### src/rtl/clk_div_pkg.sv
// Shared clock-rate constants for the slow-enable dividers running off the
// 100 MHz system clock.
package clk_div_pkg;

  localparam int unsigned CLK_HZ     = 100_000_000;
  localparam int unsigned HALF_10HZ  = 4_999_999;
  localparam int unsigned HALF_500HZ = 99_999;

  // Half-period reload value giving a square wave of freq_hz.
  function automatic int unsigned half_for(input int unsigned freq_hz);
    return CLK_HZ / (2 * freq_hz) - 1;
  endfunction

endpackage

### src/rtl/clk_div_multi_if.sv
// Valid/ready reload port shared by all divider channels.
interface clk_div_multi_if #(
  parameter int NUM_CH = 2,
  parameter int CNT_W  = 23
);
  localparam int CH_W = (NUM_CH > 1) ? $clog2(NUM_CH) : 1;

  logic              cfg_valid;
  logic [CH_W-1:0]   cfg_ch;
  logic [CNT_W-1:0]  cfg_half;
  logic              cfg_ready;

  modport master (output cfg_valid, cfg_ch, cfg_half, input cfg_ready);
  modport slave  (input cfg_valid, cfg_ch, cfg_half, output cfg_ready);
endinterface

### src/rtl/clk_div_chan.sv
// One divider channel: half-period counter, 50% square wave, rise strobe and
// a one-deep pending reload that lands on the next wrap.
module clk_div_chan #(
  parameter int               CNT_W     = 23,
  parameter logic [CNT_W-1:0] HALF_INIT = '1
) (
  input  logic             clk,
  input  logic             rst_n,
  input  logic             en,
  input  logic             load,
  input  logic [CNT_W-1:0] load_val,
  output logic             busy,
  output logic             clk_out,
  output logic             tick
);

  logic [CNT_W-1:0] cnt_q, cnt_d;
  logic [CNT_W-1:0] half_q, half_d;
  logic [CNT_W-1:0] pend_val_q, pend_val_d;
  logic             pend_q, pend_d;
  logic             clk_q, clk_d;
  logic             tick_q, tick_d;

  always_comb begin
    cnt_d      = cnt_q;
    half_d     = half_q;
    pend_d     = pend_q;
    pend_val_d = pend_val_q;
    clk_d      = clk_q;
    tick_d     = 1'b0;

    if (!en) begin
      cnt_d = '0;
      clk_d = 1'b0;
      if (pend_q) begin
        half_d = pend_val_q;
        pend_d = 1'b0;
      end
      // load is only granted while pend is clear, so the two never collide
      if (load) begin
        half_d = load_val;
      end
    end else begin
      if (cnt_q == half_q) begin
        cnt_d  = '0;
        clk_d  = ~clk_q;
        tick_d = ~clk_q;
        if (pend_q) begin
          half_d = pend_val_q;
          pend_d = 1'b0;
        end
      end else begin
        cnt_d = cnt_q + CNT_W'(1);
      end
      // a load on the wrap edge itself is held over to the following wrap
      if (load) begin
        pend_d     = 1'b1;
        pend_val_d = load_val;
      end
    end
  end

  always_ff @(posedge clk or negedge rst_n) begin
    if (!rst_n) begin
      cnt_q      <= '0;
      half_q     <= HALF_INIT;
      pend_q     <= 1'b0;
      pend_val_q <= '0;
      clk_q      <= 1'b0;
      tick_q     <= 1'b0;
    end else begin
      cnt_q      <= cnt_d;
      half_q     <= half_d;
      pend_q     <= pend_d;
      pend_val_q <= pend_val_d;
      clk_q      <= clk_d;
      tick_q     <= tick_d;
    end
  end

  assign busy    = pend_q;
  assign clk_out = clk_q;
  assign tick    = tick_q;

endmodule

### src/rtl/clk_div_multi.sv
// Multi-channel clock-enable generator: config decode and ready mux in front
// of NUM_CH independent divider channels.
module clk_div_multi
  import clk_div_pkg::*;
#(
  parameter int          NUM_CH   = 2,
  parameter int          CNT_W    = 23,
  parameter int unsigned DIV_INIT = HALF_10HZ
) (
  input  logic              clk,
  input  logic              rst_n,
  input  logic [NUM_CH-1:0] en,
  clk_div_multi_if.slave    cfg,
  output logic [NUM_CH-1:0] clk_out,
  output logic [NUM_CH-1:0] tick
);

  localparam int CH_W = (NUM_CH > 1) ? $clog2(NUM_CH) : 1;

  logic [NUM_CH-1:0] busy;
  logic [NUM_CH-1:0] load;
  logic              ready_c;

  // Out-of-range channel numbers match nothing: always ready, never loaded.
  always_comb begin
    ready_c = 1'b1;
    load    = '0;
    for (int i = 0; i < NUM_CH; i++) begin
      if (cfg.cfg_ch == CH_W'(i)) begin
        ready_c = ~busy[i];
      end
    end
    for (int i = 0; i < NUM_CH; i++) begin
      load[i] = cfg.cfg_valid & ready_c & (cfg.cfg_ch == CH_W'(i));
    end
  end

  assign cfg.cfg_ready = ready_c;

  for (genvar g = 0; g < NUM_CH; g++) begin : g_chan
    clk_div_chan #(
      .CNT_W     (CNT_W),
      .HALF_INIT (CNT_W'(DIV_INIT))
    ) u_chan (
      .clk      (clk),
      .rst_n    (rst_n),
      .en       (en[g]),
      .load     (load[g]),
      .load_val (cfg.cfg_half),
      .busy     (busy[g]),
      .clk_out  (clk_out[g]),
      .tick     (tick[g])
    );
  end

endmodule

### src/flat_wrapper.sv
// flat-port wrapper written by rule: the top's interface ports become plain ports
module clk_div_multi_flat import clk_div_pkg::*;
#(
  parameter int          NUM_CH   = 2,
  parameter int          CNT_W    = 23,
  parameter int unsigned DIV_INIT = HALF_10HZ
)
  (clk, rst_n, en, clk_out, tick, cfg_cfg_valid, cfg_cfg_ch, cfg_cfg_half, cfg_cfg_ready);
  clk_div_multi_if #(.NUM_CH(NUM_CH), .CNT_W(CNT_W)) cfg_i ();
  input  logic clk;
  input  logic rst_n;
  input  logic [NUM_CH-1:0] en;
  output logic [NUM_CH-1:0] clk_out;
  output logic [NUM_CH-1:0] tick;
  input wire logic [$bits(cfg_i.cfg_valid)-1:0] cfg_cfg_valid;
  input wire logic [$bits(cfg_i.cfg_ch)-1:0] cfg_cfg_ch;
  input wire logic [$bits(cfg_i.cfg_half)-1:0] cfg_cfg_half;
  output wire logic [$bits(cfg_i.cfg_ready)-1:0] cfg_cfg_ready;
  assign cfg_i.cfg_valid = cfg_cfg_valid;
  assign cfg_i.cfg_ch = cfg_cfg_ch;
  assign cfg_i.cfg_half = cfg_cfg_half;
  assign cfg_cfg_ready = cfg_i.cfg_ready;
  clk_div_multi #(.NUM_CH(NUM_CH), .CNT_W(CNT_W), .DIV_INIT(DIV_INIT)) u_core (.clk(clk), .rst_n(rst_n), .en(en), .cfg(cfg_i), .clk_out(clk_out), .tick(tick));
endmodule
### config.mk
export PLATFORM = sky130hd
export DESIGN_NAME = clk_div_multi_flat
export DESIGN_NICKNAME = d
export VERILOG_FILES = /design/src/rtl/clk_div_pkg.sv /design/src/rtl/clk_div_multi_if.sv /design/src/rtl/clk_div_chan.sv /design/src/rtl/clk_div_multi.sv /design/src/flat_wrapper.sv
export SDC_FILE = /design/constraint.sdc
export NUM_CORES = 1
export LEC_CHECK = 0
export CAP_MARGIN = 20
export CORE_MARGIN = 3
export CORE_UTILIZATION = 40
export DETAILED_ROUTE_END_ITERATION = 6
export DONT_BUFFER_PORTS = 1
export REMOVE_ABC_BUFFERS = 1
export SLEW_MARGIN = 15
export SYNTH_ARGS = -nofsm -noshare
export SYNTH_HDL_FRONTEND = slang
export SYNTH_SLANG_ARGS = --single-unit
### constraint.sdc
create_clock -name clk -period 2.45 [get_ports clk]
set_clock_uncertainty 0.1 [all_clocks]
set_input_delay 0.735 -clock clk [delete_from_list [all_inputs] [get_ports clk]]
set_output_delay 0.735 -clock clk [all_outputs]
set_load 0.01 [all_outputs]
Yosys cells after proc, flatten, opt, wreduce, memory -nomap -nowiden
Index checks and enable logic that the tools add are counted.
{"block": "classes", "addsub": 2, "mul": 0, "div": 0, "order_cmp": 0, "eq_ne": 6, "shifts": 0, "mux": 27, "bitwise": 8, "reduce_logical": 2}
{"op": "23-bit two-way mux", "n": 12}
{"op": "23-bit by 1-bit adder with 23-bit output, second input constant", "n": 2}
{"op": "23-bit == test", "n": 2}
{"op": "1-bit two-way mux", "n": 15}
{"op": "3-bit by 1-bit != test with 1-bit output, second input constant", "n": 2}
{"op": "1-bit NOT", "n": 5}
{"op": "2-bit by 1-bit != test with 1-bit output, second input constant", "n": 2}
{"op": "2-bit AND reduction", "n": 2}
{"op": "1-bit AND", "n": 3}
{"block": "word_totals", "register_bits": 144, "latch_bits": 0, "mem_bits_rw": 0, "romBits": 0, "in_bits": 29, "output_inout_bits": 5, "elab_cells": 57, "n_memories": 0}

Depth between registers and ports, before layout
{"block": "depth", "word_depth": 6, "depth_mapped": 8}

Cells and area by module
From an unflattened synthesis, not the netlist that was laid out.
{"block": "hier_totals", "hier_cells": 825, "hier_area_um2": 8246.7}
{"mod": "clk_div_chan", "n_inst": 2, "cells_per_inst": 411, "area_per_inst_um2": 4110.2}
{"mod": "clk_div_multi", "n_inst": 1, "cells_per_inst": 3, "area_per_inst_um2": 26.3}

Worst setup path before layout
No wires, ideal clock.
{"block": "synth_path", "kind": "input -> register", "startpoint": "input en[0]", "endpoint": "register u_core.g_chan[0].u_chan.pend_val_q[10]", "arrival_time_ns": 2.019, "required_ns": 2.225, "slack_ns": 0.206, "cell_stages": 5, "n_path_buf": 3, "cell_sequence": "buf_2 -> nor4bb_1 -> clkbuf_1 -> clkbuf_1 -> mux2_2"}
{"block": "synth_between", "elab_chain_cells": 1}
{"element": "from (decl)", "line": "flat_wrapper.sv:12", "text": "input logic [NUM_CH-1:0] en;"}
{"element": "2-bit AND reduction (no source line)"}
{"element": "to (signal assigned)", "line": "clk_div_chan.sv:75", "text": "pend_val_q <= pend_val_d;"}
{"element": "to (decl)", "line": "clk_div_chan.sv:19", "text": "logic [CNT_W-1:0] pend_val_q, pend_val_d;"}
Every way passes these cells.
A chain may end at the register's enable or synchronous reset.

Worst setup path in the final report
{"block": "layout_path", "startpoint": "register u_core.g_chan[0].u_chan.pend_q", "endpoint": "output cfg_cfg_ready"}
{"block": "layout_between", "elab_chain_cells": 2}
{"element": "from (decl)", "line": "clk_div_chan.sv:20", "text": "logic pend_q, pend_d;"}
{"element": "from (signal assigned)", "line": "clk_div_chan.sv:74", "text": "pend_q <= pend_d;"}
{"element": "1-bit NOT", "line": "clk_div_multi.sv:30", "text": "ready_c = ~busy[i];"}
{"element": "1-bit two-way mux", "line": "clk_div_multi.sv:29", "text": "if (cfg.cfg_ch == CH_W'(i)) begin"}
{"element": "to (decl)", "line": "flat_wrapper.sv:18", "text": "output wire logic [$bits(cfg_i.cfg_ready)-1:0] cfg_cfg_ready;"}
Every way passes these cells.

==> out/qor.csv <==
stage,metric,value,unit
global_route,grt_usage,16.8,%
cts,htreeDepth,4,
floorplanning,die_x,148,um
routing,drt_iter0_drc,321,
flow_run,cap_violations,0,
floorplanning,initial_core_util,41.1,%
placed_design,gp_congestion,0.831,
status,status,"finished, violations left",
power,p_leak,3.92,nW
sta,grt_setup_unrepaired,false,
sta,worst_slew_pin_slew,0.568,ns
final_layout,diodes,0,
setup_path,slowest_stage,dfrtp_1,
placed_design,io_buffers,0,
cts,clk_pin_slew_worst_paths,0.06,ns
min_path,hold_path.class,in2async,
synthesis,ys.flop_type,dfrtp_1,
global_route,grt_antenna_before_repair,0,
global_route,grt_pass1_vias,5464,
floorplanning,io_pins,34,
placed_design,pre_cts_ws,0.297,ns
floorplanning,die_area,0.0219,mm^2
floorplanning,die_y,148,um
setup_path,required,1.62,ns
cts,cts_root_buf,clkbuf_16,
setup_path,worst-path-buf-inv,0,
routing,wl,17700,um
routing,vias,5671,
cts,clkLatencyLatePin,0.42,ns
setup_path,startpoint,u_core.g_chan[0].u_chan.busy$_DFFE_PN0P_,
routing,ant_nets,0,
routing,wl_per_cell,16.5,um
cts,clock_path_buffers,2,
setup_path,cp-start-kind,flop,
synthesis,ys_ff_latch,144,
cts,post-cts-setup-buffer-count,0,
setup_path,cp.arrival,1.33,ns
sta,fmax,462,MHz
synthesis,synth.distinct_cells,38,
synthesis,synth-seq-area-share,45.2,%
setup_path,cp_cell_sequence,mux2i_1,
synthesis,synth-async-reset-ratio,100,%
power,p_per_area,778,mW/mm^2
cts,cts-buffers-inserted,17,
synthesis,synth.area.top_cells,"dfrtp_1, dfstp_2, mux2_2",
global_route,grt_max_degree,145,
sta,fin_crit_sh,88.4,%
final_layout,nets,828,
routing,vias_per_cell,5.28,
sta,hold_violations,118,
cts,cts_sinks,144,
sta,setup-violations-final,0,
sta,relSlewSlack,62.0,%
floorplanning,core_area,0.0196,mm^2
global_route,grt-ovfl-total,0,
sta,whs,-0.0802,ns
setup_path,cp_slowest_stage_delay,0.57,ns
floorplanning,rows,51,
routing,drc_errors,0,
global_route,grt_pass1_wl,29700,um
setup_path,crit_type,reg2out,
setup_path,end_kind,output pin,
status,violations,negative hold slack,
setup_path,path_delay_family,flip-flops,
synthesis,synth_area_per_cell,9.92,um^2
synthesis,ys_warn_count,0,
setup_path,rr_startpoint,u_core.g_chan[1].u_chan.cnt_q[5]$_DFF_PN0_,
synthesis,synth_cells,811,
synthesis,synth-edff-count,0,
synthesis,syn_area,0.00805,mm^2
sta,setup_slack,0.284,ns
placed_design,dp_hpwl,11900,um
routing,detailedRoute.firstPassIterationCount,5,
power,irDropWorstVdd,0.446,mV
setup_path,crit_fanout,16,
final_layout,synthToLayoutAreaGrowth,10.5,%
sta,period_minus_slack,2.17,ns
sta,slew_viol_final,0,
cts,tritoncts,yes,
synthesis,synth_top_area_share,36.7,%
final_layout,drive_above_1_share,18.3,%
synthesis,synth_top_cell_by_area,dfrtp_1,
cts,cts_resized,0,
==> sequential cells by signal, indices dropped and copies added, names as in the netlist <==
signal,cells
u_core.g_chan.u_chan.cnt_q,46
u_core.g_chan.u_chan.half_q,46
u_core.g_chan.u_chan.pend_val_q,46
u_core.g_chan.u_chan.busy,2
u_core.g_chan.u_chan.clk_out,2
u_core.g_chan.u_chan.tick,2
==> cells by family after synthesis <==
kind of cell	count (synthesis)	share of synthesized area, %
AOI/OAI and AO/OA	170	12.1
muxes	93	13.4
buffers and inverters	78	4.70
xor gates and xnor gates	88	9.58
DFF	144	45.2
adders and majority gates	2	0.311
and+or+nand+nor	236	14.7
==> worst paths after layout <==
kind                                                                            to  slack [ns]  cells past startpoint
min in group clk                       u_core.g_chan[1].u_chan.clk_out$_DFFE_PN0P_        0.37                      1
worst max register to register          u_core.g_chan[1].u_chan.cnt_q[7]$_DFF_PN0_        0.30                      7
worst min-delay path            u_core.g_chan[0].u_chan.pend_val_q[14]$_DFFE_PN0P_       -0.08                      0
worst max-delay path                                                 cfg_cfg_ready        0.28                      1
worst min register to register          u_core.g_chan[1].u_chan.cnt_q[0]$_DFF_PN0_        0.40                      1
max in group asynchronous            u_core.g_chan[0].u_chan.half_q[1]$_DFFE_PN1P_        2.05                      0
==> layout make-up <==
| class | instances | area [um^2] |
|---|---|---|
| clock buffer | 27 | 503 |
| clock inverter | 5 | 103 |
| inverter | 25 | 93.8 |
| tap | 265 | 332 |
| sequential | 144 | 3640 |
| timing repair buffer | 20 | 175 |
| fill | 1863 | 10700 |
| multi-input combinational | 589 | 4050 |
==> cell usage in the layout (no fill, tap or decap), types with 20 or more instances in the layout <==
master   instances
nor2b_1         46
mux2i_1         24
inv_1           25
mux2_2          52
dfrtp_1        118
o21a_1          23
o21ai_0         26
nand3_1         20
dfstp_2         26
a21oi_1         70
o22ai_1         46
nor2_1         103
xor2_1          66
xnor2_1         22
==> per-layer routing <==
| layer | wire length, um | vias up | GRT usage [%] | part of all wire [%] |
|---|---|---|---|---|
| li1 | - | 2797 | - | - |
| met1 | 8640 | 2789 | 23.6 | 49 |
| met2 | 7940 | 70 | 25.5 | 45 |
| met3 | 912 | 15 | 4.75 | 5.1 |
| met4 | 229 | 0 | 4.90 | 1.3 |
| met5 | 0 | - | 0 | 0 |
==> cell usage after synthesis, types with 10 or more instances <==
cell and instances:
nor2_1 103, nor4_1 12, nand2_1 12, nor2b_1 46
o21a_1 23, buf_2 11, xnor2_1 22, o21ai_0 28
xor2_1 66, clkbuf_1 30, inv_1 25, mux2_2 52
and3_1 10, mux2_4 17, dfstp_2 26, dfrtp_1 118
nand3_1 20, a21oi_1 70, o22ai_1 46, nand4_1 15
mux2i_1 24
==> metrics by stage <==
| step | cell area (um^2) | utilization (%) | TNS (ns) | total power [mW] | cells |
|---|---|---|---|---|---|
| after floorplan | 7760 | - | -46.31 | 4.02 | 758 |
| after global placement | 8280 | 42.3 | 0 | 4.26 | 1043 |
| after detailed placement | 8280 | 42.3 | 0 | 4.30 | 1043 |
| after CTS | 8890 | 45.4 | 0 | 6.99 | 1075 |
| after global routing | 8890 | 45.4 | 0 | 7.27 | 1075 |
| final | 8890 | 45.4 | 0 | 6.91 | 1075 |
==> where the power goes <==
| part | leakage (nW) | total [mW] | switching [mW] | internal, mW |
|---|---|---|---|---|
| sequential | 1.77 | 3.14 | 0.320 | 2.82 |
| clock | 0.292 | 2.65 | 0.936 | 1.71 |
| combinational | 1.85 | 1.13 | 0.480 | 0.650 |
| total | 3.92 | 6.91 | 1.74 | 5.18 |
(Power assumes the default switching activity.)
